## config.mk

```make
export PLATFORM = sky130hd
export DESIGN_NAME = serial_comparator_lsb_flat
export DESIGN_NICKNAME = d
export VERILOG_FILES = /design/src/rtl/serial_comparator_lsb_if.sv /design/src/rtl/serial_comparator_lsb.sv /design/src/flat_wrapper.sv
export SDC_FILE = /design/constraint.sdc
export NUM_CORES = 1
export LEC_CHECK = 0
export ABC_CLOCK_PERIOD_IN_PS = 3610
export CORE_ASPECT_RATIO = 0.8
export CORE_UTILIZATION = 57
export DETAILED_ROUTE_END_ITERATION = 8
export GPL_ROUTABILITY_DRIVEN = 0
export PLACE_DENSITY = 0.95
export SLEW_MARGIN = 20
export SYNTH_ARGS = -nofsm -noshare
export SYNTH_HDL_FRONTEND = slang
export SYNTH_SLANG_ARGS = --single-unit
```

## constraint.sdc

```tcl
create_clock -name clock -period 3.61 [get_ports clock]
set_input_delay 0.361 -clock clock [delete_from_list [all_inputs] [get_ports clock]]
set_output_delay 0.361 -clock clock [all_outputs]
set_load 0.03 [all_outputs]
```

## src/rtl/serial_comparator_lsb_if.sv

```systemverilog
// Request/response bundle for the LSB-first serial magnitude comparator.
// master drives the request; slave is the comparator side.
interface serial_comparator_lsb_if #(
    parameter int WIDTH = 32
);
    logic             start;
    logic [WIDTH-1:0] data_operandA;
    logic [WIDTH-1:0] data_operandB;
    logic             ready;
    logic             done;
    logic             isEqual;
    logic             isGreaterThan;
    logic             isLessThan;

    modport master (
        output start, data_operandA, data_operandB,
        input  ready, done, isEqual, isGreaterThan, isLessThan
    );

    modport slave (
        input  start, data_operandA, data_operandB,
        output ready, done, isEqual, isGreaterThan, isLessThan
    );
endinterface

```

## src/rtl/serial_comparator_lsb.sv

```systemverilog
// Multi-cycle magnitude comparator, one 2-bit digit per cycle, LSB first.
// A differing higher digit always overwrites the verdict from lower digits.
module serial_comparator_lsb #(
    parameter int WIDTH  = 32,
    parameter bit SIGNED = 1'b0
) (
    input  logic                  clock,
    input  logic                  reset,
    serial_comparator_lsb_if.slave bus
);
    localparam int D  = WIDTH / 2;
    localparam int CW = (D > 1) ? $clog2(D) : 1;

    // Inverting both MSBs maps two's-complement order onto unsigned order.
    localparam logic [WIDTH-1:0] SIGN_FLIP = SIGNED ? (WIDTH'(1) << (WIDTH - 1)) : '0;

    typedef enum logic [1:0] {
        S_IDLE,
        S_RUN,
        S_DONE
    } state_t;

    state_t           state, state_nx;
    logic [WIDTH-1:0] a_r, b_r;
    logic [CW-1:0]    cnt;
    logic             eq_r, gt_r;
    logic             last_dig;
    logic             done_r, is_eq_r, is_gt_r, is_lt_r;

    assign last_dig = (cnt == CW'(D - 1));

    always_ff @(posedge clock) begin
        if (reset) state <= S_IDLE;
        else       state <= state_nx;
    end

    always_comb begin
        state_nx = state;
        case (state)
            S_IDLE:  if (bus.start) state_nx = S_RUN;
            S_RUN:   if (last_dig)  state_nx = S_DONE;
            S_DONE:  state_nx = S_IDLE;
            default: state_nx = S_IDLE;
        endcase
    end

    // Operands shift right so the digit under test is always bits [1:0].
    always_ff @(posedge clock) begin
        if (reset) begin
            a_r     <= '0;
            b_r     <= '0;
            cnt     <= '0;
            eq_r    <= 1'b1;
            gt_r    <= 1'b0;
            done_r  <= 1'b0;
            is_eq_r <= 1'b1;
            is_gt_r <= 1'b0;
            is_lt_r <= 1'b0;
        end else begin
            done_r <= 1'b0;
            case (state)
                S_IDLE: begin
                    if (bus.start) begin
                        a_r  <= bus.data_operandA ^ SIGN_FLIP;
                        b_r  <= bus.data_operandB ^ SIGN_FLIP;
                        eq_r <= 1'b1;
                        gt_r <= 1'b0;
                        cnt  <= '0;
                    end
                end
                S_RUN: begin
                    a_r <= a_r >> 2;
                    b_r <= b_r >> 2;
                    if (a_r[1:0] != b_r[1:0]) begin
                        eq_r <= 1'b0;
                        gt_r <= (a_r[1:0] > b_r[1:0]);
                    end
                    if (!last_dig) cnt <= cnt + CW'(1);
                end
                S_DONE: begin
                    done_r  <= 1'b1;
                    is_eq_r <= eq_r;
                    is_gt_r <= gt_r;
                    is_lt_r <= ~eq_r & ~gt_r;
                end
                default: ;
            endcase
        end
    end

    assign bus.ready         = (state == S_IDLE);
    assign bus.done          = done_r;
    assign bus.isEqual       = is_eq_r;
    assign bus.isGreaterThan = is_gt_r;
    assign bus.isLessThan    = is_lt_r;
endmodule
```

## src/flat_wrapper.sv

```systemverilog
// flat-port wrapper written by rule: the top's interface ports become plain ports
module serial_comparator_lsb_flat 
#(
    parameter int WIDTH  = 32,
    parameter bit SIGNED = 1'b0
)
  (clock, reset, bus_start, bus_data_operandA, bus_data_operandB, bus_ready, bus_done, bus_isEqual, bus_isGreaterThan, bus_isLessThan);
  serial_comparator_lsb_if #(.WIDTH(WIDTH)) bus_i ();
  input  logic clock;
  input  logic reset;
  input wire logic [$bits(bus_i.start)-1:0] bus_start;
  input wire logic [$bits(bus_i.data_operandA)-1:0] bus_data_operandA;
  input wire logic [$bits(bus_i.data_operandB)-1:0] bus_data_operandB;
  output wire logic [$bits(bus_i.ready)-1:0] bus_ready;
  output wire logic [$bits(bus_i.done)-1:0] bus_done;
  output wire logic [$bits(bus_i.isEqual)-1:0] bus_isEqual;
  output wire logic [$bits(bus_i.isGreaterThan)-1:0] bus_isGreaterThan;
  output wire logic [$bits(bus_i.isLessThan)-1:0] bus_isLessThan;
  assign bus_i.start = bus_start;
  assign bus_i.data_operandA = bus_data_operandA;
  assign bus_i.data_operandB = bus_data_operandB;
  assign bus_ready = bus_i.ready;
  assign bus_done = bus_i.done;
  assign bus_isEqual = bus_i.isEqual;
  assign bus_isGreaterThan = bus_i.isGreaterThan;
  assign bus_isLessThan = bus_i.isLessThan;
  serial_comparator_lsb #(.WIDTH(WIDTH), .SIGNED(SIGNED)) u_core (.clock(clock), .reset(reset), .bus(bus_i));
endmodule
```

After elaboration in Yosys (flattened, before gate mapping)
Index checks and enable logic that the tools add are counted.
{"block": "classes", "n_bitwise": 3, "n_eq_ne": 8, "magnitude_cmp": 1, "addsub": 1, "muxes": 17, "n_reduce_logical": 6}
{"cell": "one-hot mux 32 bit (2 select lines)", "n": 2}
{"cell": "two-way mux 32 bit", "n": 2}
{"cell": "two-way mux 4 bit", "n": 2}
{"cell": "one-hot mux 4 bit (2 select lines)", "n": 1}
{"cell": "AND reduction 3 bit", "n": 2}
{"cell": "two-way mux 1 bit", "n": 5}
{"cell": "adder 4 x 1 -> 4 bit (second input constant)", "n": 1}
{"cell": "equality test 4 bit (second input constant)", "n": 1}
{"cell": "two-way mux 2 bit", "n": 2}
{"cell": "inequality test 2 x 1 -> 1 bit (second input constant)", "n": 2}
{"cell": "inequality test 2 bit (second input constant)", "n": 2}
{"cell": "one-hot mux 1 bit (2 select lines)", "n": 2}
{"cell": "one-hot mux 2 bit (2 select lines)", "n": 1}
{"cell": "AND reduction 2 bit", "n": 2}
{"cell": "equality test 2 x 1 -> 1 bit (second input constant)", "n": 1}
{"cell": "equality test 2 bit (second input constant)", "n": 1}
{"cell": "greater-than comparator 2 bit", "n": 1}
{"cell": "zero test 2 bit", "n": 1}
{"cell": "inequality test 2 bit", "n": 1}
{"cell": "NOT 1 bit", "n": 2}
{"cell": "nonzero test 2 bit", "n": 1}
{"cell": "bitwise AND 1 bit", "n": 1}
{"block": "word_totals", "word_cells": 46, "input_bits": 67, "ff_bits": 76, "out_inout_bits": 5}

Depth between registers and ports, before layout
Gate-level depths: netlist of run 1.
{"block": "logic_depth", "ltp_word": 3, "mapped_depth": 6, "ltp_nobuf": 5}

Worst setup path after synthesis of run 1
No wires, ideal clock.
{"block": "synth_path", "path_kind": "reg2out", "start": "register u_core.state[1]", "end": "output port bus_ready", "arrival_time_ps": 1078, "t_required_ps": 3249, "path_buffers": 2, "stages_incl_launch_ff": 4, "setup_slack_ps": 2171, "path_cell_list": "dfxtp_1 buf_2 buf_1 nor2_1"}
{"block": "synth_between", "elab_chain_len": 1}
{"item": "from (decl)", "line": "serial_comparator_lsb.sv:23", "rtl": "state_t state, state_nx;"}
{"item": "from (signal assigned)", "line": "serial_comparator_lsb.sv:34", "rtl": "else state <= state_nx;"}
{"item": "zero test 2 bit", "line": "serial_comparator_lsb.sv:91", "rtl": "assign bus.ready = (state == S_IDLE);"}
{"item": "to (decl)", "line": "flat_wrapper.sv:14", "rtl": "output wire logic [$bits(bus_i.ready)-1:0] bus_ready;"}
Every way passes these cells.

Final worst setup path of run 1
Ends and elaborated chain as after synthesis.

==> metrics.csv, run 1 <==
metric,value,unit
Worst Setup Path Type,flop to output pin,
Port Buffers,71,
CTS resizes,0,
Compound-Gate Fraction of Synth Area,11.8,%
clock sink count,76,
arrival time worst endpoint,2.22,ns
Final Cell Area,4690,sq um
ANT nets after route,0,
Yosys cell types,37,
CP max FO,34,
Pre-antenna DRT Iters,5,
"Cell Area, Synth",3920,sq um
drt total wl,8.51,mm
DRT iter0 DRCs,243,
Period minus WS final,2.58,ns
Chip Width,94.8,um
Filler Cells Inserted,485,
Worst slew margin,35.6,%
Critical Path End Type,output pin,
Cells after Synth,474,
H-tree depth,3,
final setup vio count,0,
ANT cells,0,
main combinational cell family by area after synthesis,simple AND/OR/NAND/NOR gates,
drt wl/cell,14.0,um
fmax,388,MHz
RSZ-0062 raised after global routing,no,
die height,76.2,um
die area,7220,sq um
Core Area,6510,sq um
initial antenna violation count,0,
Post-Syn Nets,544,
"most common cell after layout, fill and taps aside",dfxtp_1,
largest net degree at the start of global routing,70,
hold crit path type,flop to flop,
Post-DP Area,4500,sq um
register area share after synthesis,38.8,%
CTS root buf,clkbuf_8,
Final nets,587,
Synth-to-Final Area Change,19.5,%
final core utilization,72.1,%
Post-Synth XOR/XNOR Area,0.223,%
simple-gate share of the synthesized area,40.4,%
TritonCTS buffer count,9,
Synthesis Warnings,0,
dominant cells by area after synthesis,"dfxtp_1 39%, or3b_1 13%, a21oi_1 8.2%",
most frequent cells in the layout,"74 x dfxtp_1, 69 x clkdlybuf4s50_1, 66 x nor2_1",
total negative setup slack,0,ns
CTS Hold Buffers Added,0,
Skew-Pair Late Insertion Delay,0.34,ns
Setup Buffers After CTS,0,
Worst EP required,3.25,ns
vias in the first global route,3132,
GRT Overall Usage,24.3,%
CTS tree,built,
Worst VDD drop,0.333,mV
clk slew on worst S/H paths,0.07,ns
Rows,26,
DRC violations left,0,
Synth area leader,dfxtp_1,
post-synthesis adder-cell area fraction,0.957,%
global-route wire length before repair,14.2,mm
Max Transition Viols Final,0,
Final Cycle Share,71.5,%
pwr dens,406,nW/um^2
Final HPWL DP,5.30,mm
Final Hold Vio Count,0,
Ports,72,
Max-cap violations,0,
Clock Tree Buf Depth,2,
status,completed,
Mean Syn Cell Area,8.28,sq um
top cell type's share of synthesized area,38.8,%
P_leak,1.80,nW
Initial Util,60.3,%
Slew @ Worst Pin,0.966,ns
vias,3404,
mux share of post-synthesis cell area,0.510,%
Vias/cell,5.62,
clk_skew,0.00572,ns
"FF+latch count, synth",76,
critical path startpoint category,flop,
gr ovfl total,0,
share of layout cells above drive strength 1,5.56,%
-- per-stage QoR --
| step | setup slack [ns] | instances | hold WS, ns | total power [mW] |
|---|---|---|---|---|
| 2_1_floorplan | 2.17 | 474 | 0.441 | 1.19 |
| 3_3_place_gp | 1.40 | 590 | 0.451 | 1.28 |
| 3_5_place_dp | 1.28 | 590 | 0.468 | 1.29 |
| 4_1_cts | 1.03 | 606 | 0.481 | 1.91 |
| 5_1_grt | 0.906 | 606 | 0.503 | 2.00 |
| 6_report | 1.03 | 606 | 0.485 | 1.90 |
-- registers in the layout, summed over array words and instances (netlist names) --
signal,cells
u_core.a_r,32
u_core.b_r,32
u_core.cnt,4
u_core.state,2
u_core.bus.done,1
u_core.bus.isEqual,1
u_core.bus.isGreaterThan,1
u_core.bus.isLessThan,1
u_core.eq_r,1
u_core.gt_r,1
-- layer usage --
metal / global-route usage, % / part of all wire, % / vias up
met3: 5.99 / 6.0 / 14
li1: - / - / 1706
met5: 0 / 0 / -
met2: 38.1 / 48 / 124
met4: 4.85 / 0.92 / 0
met1: 34.0 / 46 / 1560
-- layout make-up --
| cell class | count | area (sq um) | share of cell area [%] |
|---|---|---|---|
| multi-input combinational | 350 | 2110 | 45.0 |
| sequential | 76 | 1530 | 32.6 |
| timing repair buffer | 76 | 738 | 15.7 |
| clock buffer | 10 | 128 | 2.72 |
| tap | 84 | 105 | 2.24 |
| clock inverter | 6 | 63.8 | 1.36 |
| inverter | 4 | 15.0 | 0.320 |
-- Yosys cell counts, drive strengths merged --
cell type / number
dfxtp: 76
nor2: 66
a21oi: 64
nor3: 60
or3b: 60
nand2b: 50
buf: 31
clkbuf: 13
or2b: 10
nand2: 5
a22oi: 4
inv: 4
nor2b: 4
ha: 3
o21ai: 3
a211o: 2
a211oi: 2
mux2i: 2
nand4: 2
a21boi: 1
a2bb2oi: 1
a311o: 1
a311oi: 1
and2b: 1
and4: 1
nand3: 1
nand4b: 1
nor3b: 1
nor4b: 1
o21ba: 1
o21bai: 1
xor2: 1
-- cell families (layout without fill, tap and decap cells) --
logic type	count (synthesis)	in the layout
buf+inv	48	96
mux	2	2
compound gates	81	81
xor+xnor	1	1
flops	76	76
simple gates	263	263
fa+ha+maj	3	3
-- worst max-delay path, stage by stage (launching register included) --
cell	delay (ns)
dfxtp_2	0.72
buf_4	0.45
nor2_1	0.09
clkdlybuf4s50_1	0.61
-- power by group --
part           switching (mW)  total (mW)  internal, mW
combinational           0.147       0.328         0.182
sequential             0.0449       0.950         0.905
clock                   0.306       0.625         0.319
total                   0.497        1.90          1.41
-- final timing paths --
path | start | cells past startpoint | endpoint | slack [ns]
max | u_core.state[1] | 3 | bus_ready | 1.03
min | u_core.a_r[0] | 2 | u_core.a_r[0] | 0.48
max reg2reg | u_core.state[0] | 4 | u_core.b_r[24] | 1.35
min reg2reg | u_core.a_r[0] | 2 | u_core.a_r[0] | 0.48
(Power assumes the default switching activity.)
==> inputs of run 2 (changes only) <==
--- a/config.mk
+++ b/config.mk
@@ -5,12 +5,12 @@
 export SDC_FILE = /design/constraint.sdc
 export NUM_CORES = 1
 export LEC_CHECK = 0
-export ABC_CLOCK_PERIOD_IN_PS = 3610
+export ABC_CLOCK_PERIOD_IN_PS = 2500
 export CORE_ASPECT_RATIO = 0.8
-export CORE_UTILIZATION = 57
+export CORE_UTILIZATION = 53
 export DETAILED_ROUTE_END_ITERATION = 8
 export GPL_ROUTABILITY_DRIVEN = 0
-export PLACE_DENSITY = 0.95
+export PLACE_DENSITY = 0.93
 export SLEW_MARGIN = 20
 export SYNTH_ARGS = -nofsm -noshare
 export SYNTH_HDL_FRONTEND = slang
==> constraint.sdc (replaced) <==
create_clock -name clock -period 2.5 [get_ports clock]
set_input_delay 0.25 -clock clock [delete_from_list [all_inputs] [get_ports clock]]
set_output_delay 0.25 -clock clock [all_outputs]
set_load 0.03 [all_outputs]
==> metrics.csv, run 2 (synthesis gave the netlist of run 1 again) <==
metric,value,unit
status,"complete, but fails checks",
failing checks,design-rule violations,
global-route wire length before repair,14.7,mm
part of the power in the clock network,33.2,%
fmax,495,MHz
Rows,27,
CP max FO,61,
"Slowest-stage cell, CP",dfxtp_4,
Final Cycle Share,80.9,%
Filler Cells Inserted,558,
critical path startpoint category,flop,
final setup vio count,0,
P_leak,1.84,nW
Setup Buffers After CTS,0,
Critical Path End Type,output pin,
total negative setup slack,0,ns
DRC violations left,5,
largest net degree at the start of global routing,62,
Comb power frac,17.5,%
CTS Hold Buffers Added,0,
max incr delay on CP,0.73,ns
die height,79.0,um
Setup WS pre-CTS,0.643,ns
pwr dens,584,nW/um^2
arrival time worst endpoint,1.77,ns
ANT cells,0,
Initial Util,55.8,%
Final Hold Vio Count,0,
Port Buffers,71,
"most common cell after layout, fill and taps aside",dfxtp_1,
clk slew on worst S/H paths,0.08,ns
Chip Width,98.2,um
vias in the first global route,3152,
Worst EP required,2.25,ns
clk_skew,0.00511,ns
TritonCTS buffer count,9,
CTS tree,built,
Worst VDD drop,0.432,mV
Clock Tree Buf Depth,2,
Top Registers,"u_core.a_r (32), u_core.b_r (32), u_core.cnt (4)",
Reg power frac,49.3,%
die area,7750,sq um
gr ovfl total,0,
share of layout cells above drive strength 1,6.64,%
internal power,2.03,mW
Final nets,592,
ANT nets after route,0,
most frequent cells in the layout,"74 x dfxtp_1, 69 x clkdlybuf4s50_1, 66 x nor2_1",
cell family with most CP delay,flip-flops,
Reg area,1530,sq um
switching portion of total power,26.9,%
Core Area,7030,sq um
critical path buffer and inverter count,1,
Period minus WS final,2.02,ns
Synth-to-Final Area Change,21.2,%
net switching power,748,uW
initial antenna violation count,0,
Slew @ Worst Pin,0.618,ns
vias,3435,
H-tree depth,3,
drt wl/cell,14.1,um
CP Cell Sequence,nor2_1 > clkdlybuf4s50_1,
Max Transition Viols Final,0,
Vias/cell,5.59,
Max-cap violations,0,
hold crit path type,input pin to flop,
Skew-Pair Late Insertion Delay,0.36,ns
slack of the critical path,0.479,ns
CTS root buf,clkbuf_8,
Worst slew margin,58.7,%
Ports,72,
Final HPWL DP,5.66,mm
area of the multi-input gates,2110,sq um
GRT Overall Usage,23.7,%
RSZ-0062 raised after global routing,no,
Worst Setup Path Type,flop to output pin,
CTS resizes,0,
DRT iter0 DRCs,180,
clock sink count,76,
drt total wl,8.68,mm
worst hold slack,0.332,ns
Pre-antenna DRT Iters,7,
## run 2: cell types whose count changed in the layout (fill, tap and decap cells not counted), sizes merged
cell	delta
buf	+5
bufinv	-1
clkbuf	+1
clkinv	+3
clkinvlp	-2
inv	-1
## run 2: worst paths after layout
path / start / to / slack (ns) / cells after the start
hold reg to reg: u_core.a_r[3] / u_core.a_r[3] / 0.49 / 2
setup / recovery: u_core.state[0] / bus_ready / 0.48 / 2
setup reg to reg: u_core.state[0] / u_core.a_r[9] / 0.62 / 4
hold / removal: reset / u_core.a_r[30] / 0.33 / 2
## run 2: metal layers
| layer | wire length, um | vias to the layer above | global-route usage, % |
|---|---|---|---|
| met5 | 0 | - | 0 |
| met4 | 95 | 0 | 7.46 |
| met3 | 450 | 9 | 6.07 |
| met2 | 4130 | 82 | 39.1 |
| met1 | 4010 | 1615 | 30.4 |
| li1 | - | 1729 | - |
## run 2: worst register-to-register path, delay by kind of cell, from the launching register on
family          cells  cell delay [ns]
buf+inv             1             0.37
flops               1             0.73
simple gates        2             0.28
compound gates      1             0.42
## run 2: layout make-up
class	instances	share of cell area, %
tap	87	2.29
clock buffer	11	3.42
clock inverter	5	0.921
timing repair buffer	81	16.6
sequential	76	32.1
multi-input combinational	350	44.4
inverter	4	0.316
## run 2: per-stage QoR
stage / std cells / util [%] / area (sq um) / power [mW]
after CTS: 614 / 67.7 / 4760 / 2.80
after global placement: 598 / 64.8 / 4550 / 1.85
after detailed placement: 598 / 64.8 / 4550 / 1.88
after global routing: 614 / 67.7 / 4760 / 2.92
final: 614 / 67.7 / 4760 / 2.78
after floorplan: 474 / - / 3920 / 1.72
## run 2: power groups by stage
stage | combinational (mW) | clock [mW] | sequential, mW
after CTS | 0.487 | 0.942 | 1.37
final | 0.485 | 0.924 | 1.37
after floorplan | 0.355 | 0 | 1.37
after global routing | 0.540 | 0.991 | 1.38
after global placement | 0.463 | 0 | 1.39
after detailed placement | 0.481 | 0 | 1.40
==> inputs of run 3 (changes only) <==
--- a/config.mk
+++ b/config.mk
@@ -5,7 +5,7 @@
 export SDC_FILE = /design/constraint.sdc
 export NUM_CORES = 1
 export LEC_CHECK = 0
-export ABC_CLOCK_PERIOD_IN_PS = 2500
+export ABC_CLOCK_PERIOD_IN_PS = 1900
 export CORE_ASPECT_RATIO = 0.8
 export CORE_UTILIZATION = 53
 export DETAILED_ROUTE_END_ITERATION = 8
==> constraint.sdc (replaced) <==
create_clock -name clock -period 1.9 [get_ports clock]
set_input_delay 0.19 -clock clock [delete_from_list [all_inputs] [get_ports clock]]
set_output_delay 0.19 -clock clock [all_outputs]
set_load 0.03 [all_outputs]
==> metrics.csv, run 3 (synthesis gave the netlist of run 1 again) <==
metric,value,unit
Period minus WS final,1.81,ns
CTS tree,built,
status,"complete, but fails checks",
Worst Setup Path Type,flop to output pin,
Worst slew margin,62.8,%
total negative setup slack,0,ns
net switching power,977,uW
Pre-antenna DRT Iters,8,
Clock Tree Buf Depth,2,
CTS Hold Buffers Added,0,
Initial Util,55.8,%
Vias/cell,5.54,
drt wl/cell,14.4,um
Final nets,596,
vias,3422,
Comb power frac,18.0,%
Final HPWL DP,6.06,mm
RSZ-0062 raised after global routing,no,
Critical Path End Type,output pin,
TritonCTS buffer count,9,
internal power,2.67,mW
DRT iter0 DRCs,228,
switching portion of total power,26.8,%
reg2reg start,u_core.state[0],
H-tree depth,3,
global-route wire length before repair,15.3,mm
CTS resizes,0,
DRC violations left,1,
Worst VDD drop,0.387,mV
clock sink count,76,
part of the power in the clock network,32.9,%
reg2reg setup slack,0.38,ns
fmax,552,MHz
gr ovfl total,0,
Filler Cells Inserted,554,
Chip Width,98.2,um
Skew-Pair Late Insertion Delay,0.36,ns
drt total wl,8.92,mm
critical path buffer and inverter count,1,
Max Transition Viols Final,0,
slack of the critical path,0.0889,ns
hold crit path type,input pin to flop,
clk_skew,0.00682,ns
Min-Delay Startpoint,reset,
critical path startpoint category,flop,
die area,7750,sq um
Worst EP required,1.71,ns
max incr delay on CP,0.69,ns
share of layout cells above drive strength 1,7.16,%
"most common cell after layout, fill and taps aside",dfxtp_1,
vias in the first global route,3400,
Final Cycle Share,95.3,%
Max-cap violations,0,
pwr dens,763,nW/um^2
Synth-to-Final Area Change,21.8,%
CP max FO,25,
GRT Overall Usage,24.5,%
initial antenna violation count,0,
Reg power frac,49.1,%
ANT cells,0,
CP startpoint,u_core.state[0],
Rows,27,
most frequent cells in the layout,"74 x dfxtp_1, 69 x clkdlybuf4s50_1, 66 x nor2_1",
CTS root buf,clkbuf_8,
Setup Buffers After CTS,0,
arrival time worst endpoint,1.62,ns
Port Buffers,71,
largest net degree at the start of global routing,45,
Ports,72,
Final Hold Vio Count,0,
CP Cell Sequence,nor2_1 > clkdlybuf4s50_1,
final setup vio count,0,
P_leak,1.85,nW
Top Registers,"u_core.a_r (32), u_core.b_r (32), u_core.cnt (4)",
die height,79.0,um
Setup WS pre-CTS,0.408,ns
clk slew on worst S/H paths,0.08,ns
Core Area,7030,sq um
cell family with most CP delay,buffers and inverters,
Slew @ Worst Pin,0.556,ns
failing checks,design-rule violations,
"Slowest-stage cell, CP",clkdlybuf4s50_1,
ANT nets after route,0,
-- run 3: routing by layer --
metal,global-route usage [%],share of wire (%),vias to the layer above
li1,-,-,1717
met2,41.3,49,94
met4,8.51,1.3,0
met3,6.60,5.2,14
met1,30.4,45,1597
met5,0,0,-
-- run 3: layout make-up --
class / count / area (sq um) / share of cell area [%]
Multi-Input combinational cell: 350 / 2110 / 44.2
Sequential cell: 76 / 1530 / 31.9
Timing Repair Buffer: 85 / 818 / 17.1
Clock buffer: 12 / 166 / 3.48
Tap cell: 87 / 109 / 2.28
Clock inverter: 4 / 31.3 / 0.655
Inverter: 4 / 15.0 / 0.314
-- run 3: path summary, 6_finish.rpt --
check	end	depth (start not counted)
worst max-delay path	bus_ready	2
worst min-delay path	u_core.a_r[30]	2
worst max register to register	u_core.cnt[1]	4
worst min register to register	u_core.a_r[0]	2
-- run 3: worst register-to-register path, stage by stage, from the launching register on --
cell,delay (ns)
dfxtp_4,0.50
o21ba_2,0.22
buf_4,0.41
nand4_1,0.16
a21oi_1,0.16
-- run 3: power groups by stage --
stage          combinational (mW)  sequential [mW]  clock (mW)
3_5_place_dp                0.654             1.82           0
2_1_floorplan               0.467             1.80           0
3_3_place_gp                0.627             1.82           0
5_1_grt                     0.734             1.80        1.30
6_report                    0.657             1.79        1.20
4_1_cts                     0.660             1.79        1.21
-- run 3: per-stage QoR --
stage          cells  hold slack [ns]  cell area (sq um)  util (%)  total power [mW]
6_report         618            0.269               4780      68.0              3.65
5_1_grt          618            0.290               4780      68.0              3.84
4_1_cts          618            0.252               4780      68.0              3.66
3_5_place_dp     602            0.470               4580      65.2              2.48
3_3_place_gp     602            0.459               4580      65.2              2.44
2_1_floorplan    474            0.338               3920         -              2.26
